### config.mk
export PLATFORM = sky130hd
export DESIGN_NAME = keypad
export DESIGN_NICKNAME = d
export VERILOG_FILES = /design/src/rtl/keypad_pkg.sv /design/src/rtl/keypad_sync.sv /design/src/rtl/keypad.sv
export SDC_FILE = /design/constraint.sdc
export NUM_CORES = 1
export LEC_CHECK = 0
export ABC_CLOCK_PERIOD_IN_PS = 1500
export CELL_PAD_IN_SITES_DETAIL_PLACEMENT = 0
export CELL_PAD_IN_SITES_GLOBAL_PLACEMENT = 1
export CORE_ASPECT_RATIO = 1.25
export CORE_MARGIN = 2
export CORE_UTILIZATION = 27
export CTS_BUF_LIST = sky130_fd_sc_hd__clkbuf_4 sky130_fd_sc_hd__clkbuf_8
export DETAILED_ROUTE_END_ITERATION = 7
export MAX_ROUTING_LAYER = met4
export PLACE_DENSITY_LB_ADDON = 0.05
export SYNTH_ARGS = -nofsm -noshare
export SYNTH_HDL_FRONTEND = slang
export SYNTH_HIERARCHICAL = 1
export SYNTH_SLANG_ARGS = --single-unit
### constraint.sdc
create_clock -name clock -period 1.5 [get_ports clock]
set_clock_uncertainty 0.15 [all_clocks]
set_input_delay 0.225 -clock clock [delete_from_list [all_inputs] [get_ports clock]]
set_output_delay 0.225 -clock clock [all_outputs]
set_load 0.01 [all_outputs]
### src/rtl/keypad_pkg.sv
// Shared types and constants for the 4x3 matrix keypad scanner.
package keypad_pkg;

  localparam int unsigned NUM_ROWS  = 4;
  localparam int unsigned NUM_COLS  = 3;
  localparam int unsigned ROW_IDX_W = $clog2(NUM_ROWS);

  // Reported on both index outputs when a full pass finds no key.
  localparam logic [31:0] NOT_FOUND = 32'hFFFF_FFFF;

  localparam logic [ROW_IDX_W-1:0] ROW_LAST = ROW_IDX_W'(NUM_ROWS - 1);

  typedef enum logic [1:0] {
    StIdle,
    StDrive,
    StSample,
    StDone
  } state_e;

  // Index of the lowest set column bit, zero-extended; col0 has priority.
  function automatic logic [31:0] first_col(input logic [NUM_COLS-1:0] c);
    logic [31:0] idx;
    idx = NOT_FOUND;
    for (int i = NUM_COLS - 1; i >= 0; i--) begin
      if (c[i]) idx = 32'(i);
    end
    return idx;
  endfunction

endpackage

### src/rtl/keypad_sync.sv
// Two-flop synchroniser for asynchronous level inputs.
module keypad_sync #(
  parameter int unsigned Width = 1
) (
  input  logic             clk_i,
  input  logic             rst_i,
  input  logic [Width-1:0] d_i,
  output logic [Width-1:0] q_o
);

  logic [Width-1:0] meta_q;
  logic [Width-1:0] sync_q;

  // Reset preloads the live input so no artificial edge appears after reset.
  always_ff @(posedge clk_i) begin
    if (rst_i) begin
      meta_q <= d_i;
      sync_q <= d_i;
    end else begin
      meta_q <= d_i;
      sync_q <= meta_q;
    end
  end

  assign q_o = sync_q;

endmodule

### src/rtl/keypad.sv
// Matrix keypad scanner: each start transition runs one row-by-row pass and
// latches the first pressed key (lowest row, then lowest column).
module keypad
  import keypad_pkg::*;
#(
  parameter int unsigned SETTLE_CYCLES = 4
) (
  input  logic                clock,
  input  logic                reset,
  input  logic                start,
  input  logic [NUM_COLS-1:0] cols,
  output logic [NUM_ROWS-1:0] rows,
  output logic [31:0]         foundRow,
  output logic [31:0]         foundCol,
  output logic                dataReady
);

  localparam int unsigned CntW = (SETTLE_CYCLES > 1) ? $clog2(SETTLE_CYCLES) : 1;
  localparam logic [CntW-1:0] CntLast = CntW'(SETTLE_CYCLES - 1);

  logic                start_s;
  logic [NUM_COLS-1:0] cols_s;
  logic                start_edge;

  state_e               state_q, state_d;
  logic [ROW_IDX_W-1:0] row_q, row_d;
  logic [CntW-1:0]      cnt_q, cnt_d;
  logic [31:0]          found_row_q, found_row_d;
  logic [31:0]          found_col_q, found_col_d;
  logic                 data_ready_q, data_ready_d;
  logic                 start_prev_q;

  keypad_sync #(
    .Width (1)
  ) u_start_sync (
    .clk_i (clock),
    .rst_i (reset),
    .d_i   (start),
    .q_o   (start_s)
  );

  keypad_sync #(
    .Width (NUM_COLS)
  ) u_cols_sync (
    .clk_i (clock),
    .rst_i (reset),
    .d_i   (cols),
    .q_o   (cols_s)
  );

  // Any change of the synchronised start level is a scan request.
  assign start_edge = start_s ^ start_prev_q;

  // State, row index, settle counter and latched results.
  always_ff @(posedge clock) begin
    if (reset) begin
      state_q      <= StIdle;
      row_q        <= '0;
      cnt_q        <= '0;
      found_row_q  <= '0;
      found_col_q  <= '0;
      data_ready_q <= 1'b0;
      start_prev_q <= start;
    end else begin
      state_q      <= state_d;
      row_q        <= row_d;
      cnt_q        <= cnt_d;
      found_row_q  <= found_row_d;
      found_col_q  <= found_col_d;
      data_ready_q <= data_ready_d;
      // Always track start so edges seen outside IDLE are consumed, not queued.
      start_prev_q <= start_s;
    end
  end

  // Scan sequencing: settle each row, sample, then advance or finish.
  always_comb begin
    state_d      = state_q;
    row_d        = row_q;
    cnt_d        = cnt_q;
    found_row_d  = found_row_q;
    found_col_d  = found_col_q;
    data_ready_d = data_ready_q;
    case (state_q)
      StIdle: begin
        if (start_edge) begin
          state_d      = StDrive;
          row_d        = '0;
          cnt_d        = '0;
          data_ready_d = 1'b0;
        end
      end
      StDrive: begin
        if (cnt_q == CntLast) begin
          state_d = StSample;
        end else begin
          cnt_d = cnt_q + 1'b1;
        end
      end
      StSample: begin
        if (|cols_s) begin
          found_row_d = 32'(row_q);
          found_col_d = first_col(cols_s);
          state_d     = StDone;
        end else if (row_q != ROW_LAST) begin
          row_d   = row_q + 1'b1;
          cnt_d   = '0;
          state_d = StDrive;
        end else begin
          found_row_d = NOT_FOUND;
          found_col_d = NOT_FOUND;
          state_d     = StDone;
        end
      end
      StDone: begin
        data_ready_d = 1'b1;
        state_d      = StIdle;
      end
      default: state_d = StIdle;
    endcase
  end

  // Row drive stays asserted through the sample cycle of the current row.
  always_comb begin
    rows = '0;
    if (state_q == StDrive || state_q == StSample) begin
      rows = NUM_ROWS'(1) << row_q;
    end
  end

  assign foundRow  = found_row_q;
  assign foundCol  = found_col_q;
  assign dataReady = data_ready_q;

endmodule

## Word-level counts from Yosys, hierarchy flattened

Index checks and enable logic that the tools add are counted.

| storage, ports and cells | value |
|---|---|
| bits in registers | 80 |
| bits of input ports | 6 |
| word-level logic and storage cells | 62 |

| operators by class | value |
|---|---|
| $add $sub $neg | 2 |
| eq/ne operators | 11 |
| shift operators | 1 |
| mux-type cells | 25 |
| bitwise logic cells | 1 |
| reductions and logical operators | 11 |

Operator list:

| kind | count |
|---|---|
| $mux 32 | 6 |
| $mux 2 | 10 |
| $ne 2x2->1 const B | 7 |
| $pmux 2 s4 | 1 |
| $eq 2x2->1 const B | 3 |
| $pmux 2 s3 | 1 |
| $reduce_and 2->1 | 3 |
| $reduce_and 5->1 | 1 |
| $add 2x1->2 const B | 2 |
| $mux 4 | 1 |
| $pmux 2 s2 | 1 |
| $reduce_and 4->1 | 1 |
| $reduce_bool 2->1 | 2 |
| $shl 1x2->4 const A | 1 |
| $mux 1 | 3 |
| $mux 3 | 1 |
| $reduce_bool 3->1 | 1 |
| $reduce_or 3->1 | 1 |
| $eq 2x1->1 const B | 1 |
| $logic_not 2->1 | 1 |
| $pmux 1 s2 | 1 |
| $logic_or 1x1->1 | 1 |
| $xor 1x1->1 | 1 |

## Logic depth before layout (Yosys ltp)

Gate-level depths: netlist of the first run.

| logic depth | value |
|---|---|
| word-level depth | 4 |
| depth in mapped cells | 6 |

## Modules after synthesis

The synthesis of the first run kept the hierarchy.

Modules (own cells, without submodules):

| module | instances | cells an instance | area an instance (um^2) | sequential area each (um^2) |
|---|---|---|---|---|
| keypad | 1 | 146 | 1,311.3 | 280.3 |
| keypad_sync (u_cols_sync) | 1 | 9 | 153.9 | 120.1 |
| keypad_sync (u_start_sync) | 1 | 3 | 55.1 | 40.0 |

## Worst setup path after synthesis of the first run

OpenSTA, ideal clock, no wires.

| path | value |
|---|---|
| path type | register to register |
| from | reg row_q[0] |
| to | reg state_q[1] |
| arrival time | 1,286 ps |
| slack | -66 ps |
| cell stages (with the launch flop) | 6 |
| clock period less this slack | 1,566 ps |
| cells stage by stage | dfxtp_1 -> ha_1 -> clkbuf_2 -> o41a_1 -> a211oi_2 -> o32ai_1 |

| between the ends | value |
|---|---|
| cells in the longest elaborated chain, start to end | 4 |

RTL lines:

| element | RTL line | RTL |
|---|---|---|
| from (decl) | keypad.sv:26 | `logic [ROW_IDX_W-1:0] row_q, row_d;` |
| from (signal assigned) | keypad.sv:66 | `row_q <= row_d;` |
| $ne 2x2->1 | keypad.sv:105 | `end else if (row_q != ROW_LAST) begin` |
| $mux 2 | keypad.sv:105 |  |
| $mux 2 | keypad.sv:101 | `if (\|cols_s) begin` |
| $pmux 2 s4 | keypad.sv:84 | `case (state_q)` |
| to (signal assigned) | keypad.sv:57 | `state_q <= StIdle;` |
| to (signal assigned) | keypad.sv:65 | `state_q <= state_d;` |
| to (decl) | keypad.sv:25 | `state_e state_q, state_d;` |

No other way between the ends.
A chain may end at the register's enable or synchronous reset.

## Final worst setup path of the first run

Ends and elaborated chain as after synthesis.

==> summary.txt, run 1 <==
Detailed routing
  – Number of design rule violations left after detail routing: 0
  – Drt first pass iters: 4
  – Vias per cell: 4.33
  – Post-DR wirelength/cell: 12.2 µm
  – Vias after detailed routing: 1157
  – Iter 0 DRT Violations: 16
  – Routed Antenna Nets: 0
  – DRT Wirelength: 3.26 mm

Layout
  – FF+latch area: 452 µm²
  – Area of the multi-input gates: 791 µm²
  – P&R area growth vs syn: 55.6%
  – # fillers: 538
  – Final Instance Area: 2370 µm²
  – Fraction of final layout cells sized beyond drive strength 1: 0.394
  – Antenna Cells: 0
  – Final nets: 221

Place
  – Placed standard-cell area: 2100 µm²
  – Dpl ws: -254 ps
  – Final HPWL from detailed placement: 2.45 mm
  – Buffers on Ports: 74
  – Final GP Congestion: 0.763

Min path
  – Hold crit path type: primary input to flop
  – Worst Min Path Start: cols[1]
  – Cell depth of the worst hold path: 1
  – Hold worst-path end: u_cols_sync/meta_q[1]

Synth
  – Post-Synthesis Cell Area: 1520 µm²
  – Main area contributors after synthesis: dfxtp_1 (29%), buf_4 (29%), ha_1 (9.1%)
  – Share of the yosys chip area belonging to registers: 0.290
  – Library cells used by synthesis: 41
  – Post-synth top area share: 0.290
  – Total of warnings raised by yosys: 6
  – Main synth FF type: dfxtp_1
  – Avg Cell Area, Syn: 9.62 µm²
  – Count of flip-flops with a built-in enable after synthesis: 0
  – Seq cells post-synth: 22
  – Net Count, Synth: 175
  – FFs w/ async S/R, synth: 0
  – Synth area leader: dfxtp_1
  – Cells after Synth: 158

Global routing
  – Number of global-route vias before repair: 1055
  – First-pass GRT wire length: 5.04 mm
  – Antenna violations before repair: 0
  – Global-route total usage across every layer: 0.104
  – Total global routing overflow: 0
  – Largest net degree at the start of global routing: 32

STA
  – Upper clock frequency limit: 0.649 GHz
  – Unrepaired setup endpoints after global routing: yes
  – Final setup violation count: 9
  – Number of hold violations in the final report: 0
  – Number of slew-limit violations in the final report: 0
  – Final Critical Period: 1540 ps
  – Slew at the pin closest to its max-slew limit: 509 ps
  – Max-slew headroom: 0.658
  – Ratio of final minimum period to clock period: 1.03
  – Least setup slack across all paths after layout: -40.3 ps

Floorplanning
  – Standard-cell row count: 30
  – Chip Height: 87.9 µm
  – Horizontal extent of the die: 71.1 µm
  – CORE AREA: 5440 µm²
  – Count of boundary I/O pins: 75
  – Area of the die: 6250 µm²
  – Initial Util: 0.279

Clocking
  – Worst-skew pair later-pin latency: 260 ps
  – TritonCTS buffer count: 3
  – Deepest level of the CTS H-tree: 1
  – Number of buffers inserted for hold repair after clock tree synthesis: 0
  – Clock tree sinks: 22
  – CTS clock-pin slew for the worst setup and hold paths: 90 ps
  – Buffer type at the clock tree root: clkbuf_8
  – Maximum root-to-sink buffer count: 2
  – Clock tree from TritonCTS: yes

Critical path
  – Arrival time worst endpoint: 1550 ps
  – CP startpoint kind: flop
  – Reg-to-reg setup timing slack: -40 ps
  – Worst reg2reg endpoint: state_q[1]
  – Crit. End Element: flop
  – RR Startpoint: row_q[0]
  – CP max FO: 4
  – Length in cells of the worst reg-to-reg path: 5
  – Setup Crit Path Kind: flop to flop
  – Req. time, crit path: 1510 ps

Power and ir drop
  – Worst vdd rail ir drop: 0.000590 V
  – Static power due to leakage: 1.20 nW
  – Total power consumption of the routed design: 2.69 mW
  – Total power divided by cell area: 1140 nW/µm²

Run status
  – Outcome: finished, violations left
  – Violated checks: setup timing

Flow run
  – Reported max-cap violation count: 0
==> layout make-up <==
class                           instances  share of cell area
Clock buffer                            3              0.0175
Clock inverter                          1              0.0127
Inverter                                7              0.0122
Multi-Input combinational cell         67               0.334
Sequential cell                        22               0.191
Tap cell                               64              0.0338
Timing Repair Buffer                  103               0.399
==> cell families after synthesis <==
kind of cell	Yosys count	synth area share
adders and majority gates	11	0.0905
DFF	22	0.290
xor gates and xnor gates	2	0.0165
AOI/OAI and AO/OA	25	0.147
buffers and inverters	69	0.315
and+or+nand+nor	21	0.0815
muxes	8	0.0593
==> worst max-delay path: stages, from the launching register on <==
cell      delay [ps]
dfxtp_4          370
ha_4             160
buf_6            120
o41a_1           350
a211oi_2         180
o32ai_1           90
==> stage by stage <==
step	hold slack [ps]	util	setup TNS, ps	instances
after CTS	270	0.421	-303	265
final	277	0.435	-260	267
after global routing	272	0.435	-746	267
after detailed placement	291	0.386	-2870	258
after global placement	291	0.386	-2290	258
after floorplan	103	-	-10.8	158
==> Yosys cell counts (all sizes together) (2+ instances only) <==
cell type / n
nor2: 2
clkbuf: 3
dfxtp: 22
mux2: 5
nand2: 2
nand2b: 3
nor3: 3
o2111ai: 2
and2: 4
inv: 7
nand3b: 2
ha: 11
mux2i: 3
a21oi: 4
o31ai: 2
a211oi: 6
buf: 59
==> timing repair <==
action,CTS,global route
resized for setup,127,19
pin swaps,8,8
gates cloned,0,0
endpoints found under the setup margin,80,21
setup buffers,5,2
==> power breakdown <==
part | total [mW] | internal [mW] | switching (mW)
Clock | 0.562 | 0.356 | 0.206
Sequential | 0.741 | 0.667 | 0.0741
Combinational | 1.38 | 0.779 | 0.605
==> sequential cells by signal, summed over array words and instances, names as in the netlist <==
name	count
foundRow	3
row_q	2
u_start_sync/meta_q	1
state_q	2
cnt_q	2
start_prev_q	1
foundCol	3
u_start_sync/q_o	1
dataReady	1
u_cols_sync/q_o	3
u_cols_sync/meta_q	3
==> worst max-delay path by stage <==
stage                     startpoint           to  slack (ps)  cells past startpoint
after floorplan           state_q[0]  foundRow[0]          -5                      6
after global placement    state_q[1]      rows[3]        -220                      4
after detailed placement  state_q[0]      rows[2]        -250                      4
after CTS                 state_q[0]      rows[2]         -60                      4
after global routing      state_q[0]      rows[3]         -90                      4
final                       row_q[0]   state_q[1]         -40                      5
==> routing by layer <==
layer / vias up / track usage / wire, µm
met1: 531 / 0.114 / 1300
li1: 567 / - / -
met3: 4 / 0.0173 / 210
met4: 0 / 0.0515 / 50
met5: - / - / 0
met2: 55 / 0.183 / 1700
==> cell usage in the layout (no fill, tap or decap), types with 3 or more instances in the layout <==
master / Yosys / layout
dlygate4sd2_1: 0 / 57
buf_4: 58 / 20
dfxtp_1: 22 / 17
buf_6: 0 / 11
clkdlybuf4s15_1: 0 / 8
ha_4: 0 / 7
a211oi_2: 1 / 6
clkdlybuf4s50_1: 0 / 5
and2_4: 0 / 4
mux2_2: 4 / 4
ha_1: 11 / 4
inv_2: 0 / 3
inv_1: 7 / 3
a21oi_1: 4 / 3
nand2b_1: 3 / 3
mux2i_1: 3 / 3
clkbuf_8: 0 / 3
dfxtp_2: 0 / 3
(Power assumes the default switching activity.)
==> run 2, diff against run 1 <==
Settings changed: GPL_ROUTABILITY_DRIVEN from default to 0.
==> results of run 2 <==
No change in the layout: final DEF, timing and power equal those of run 1.
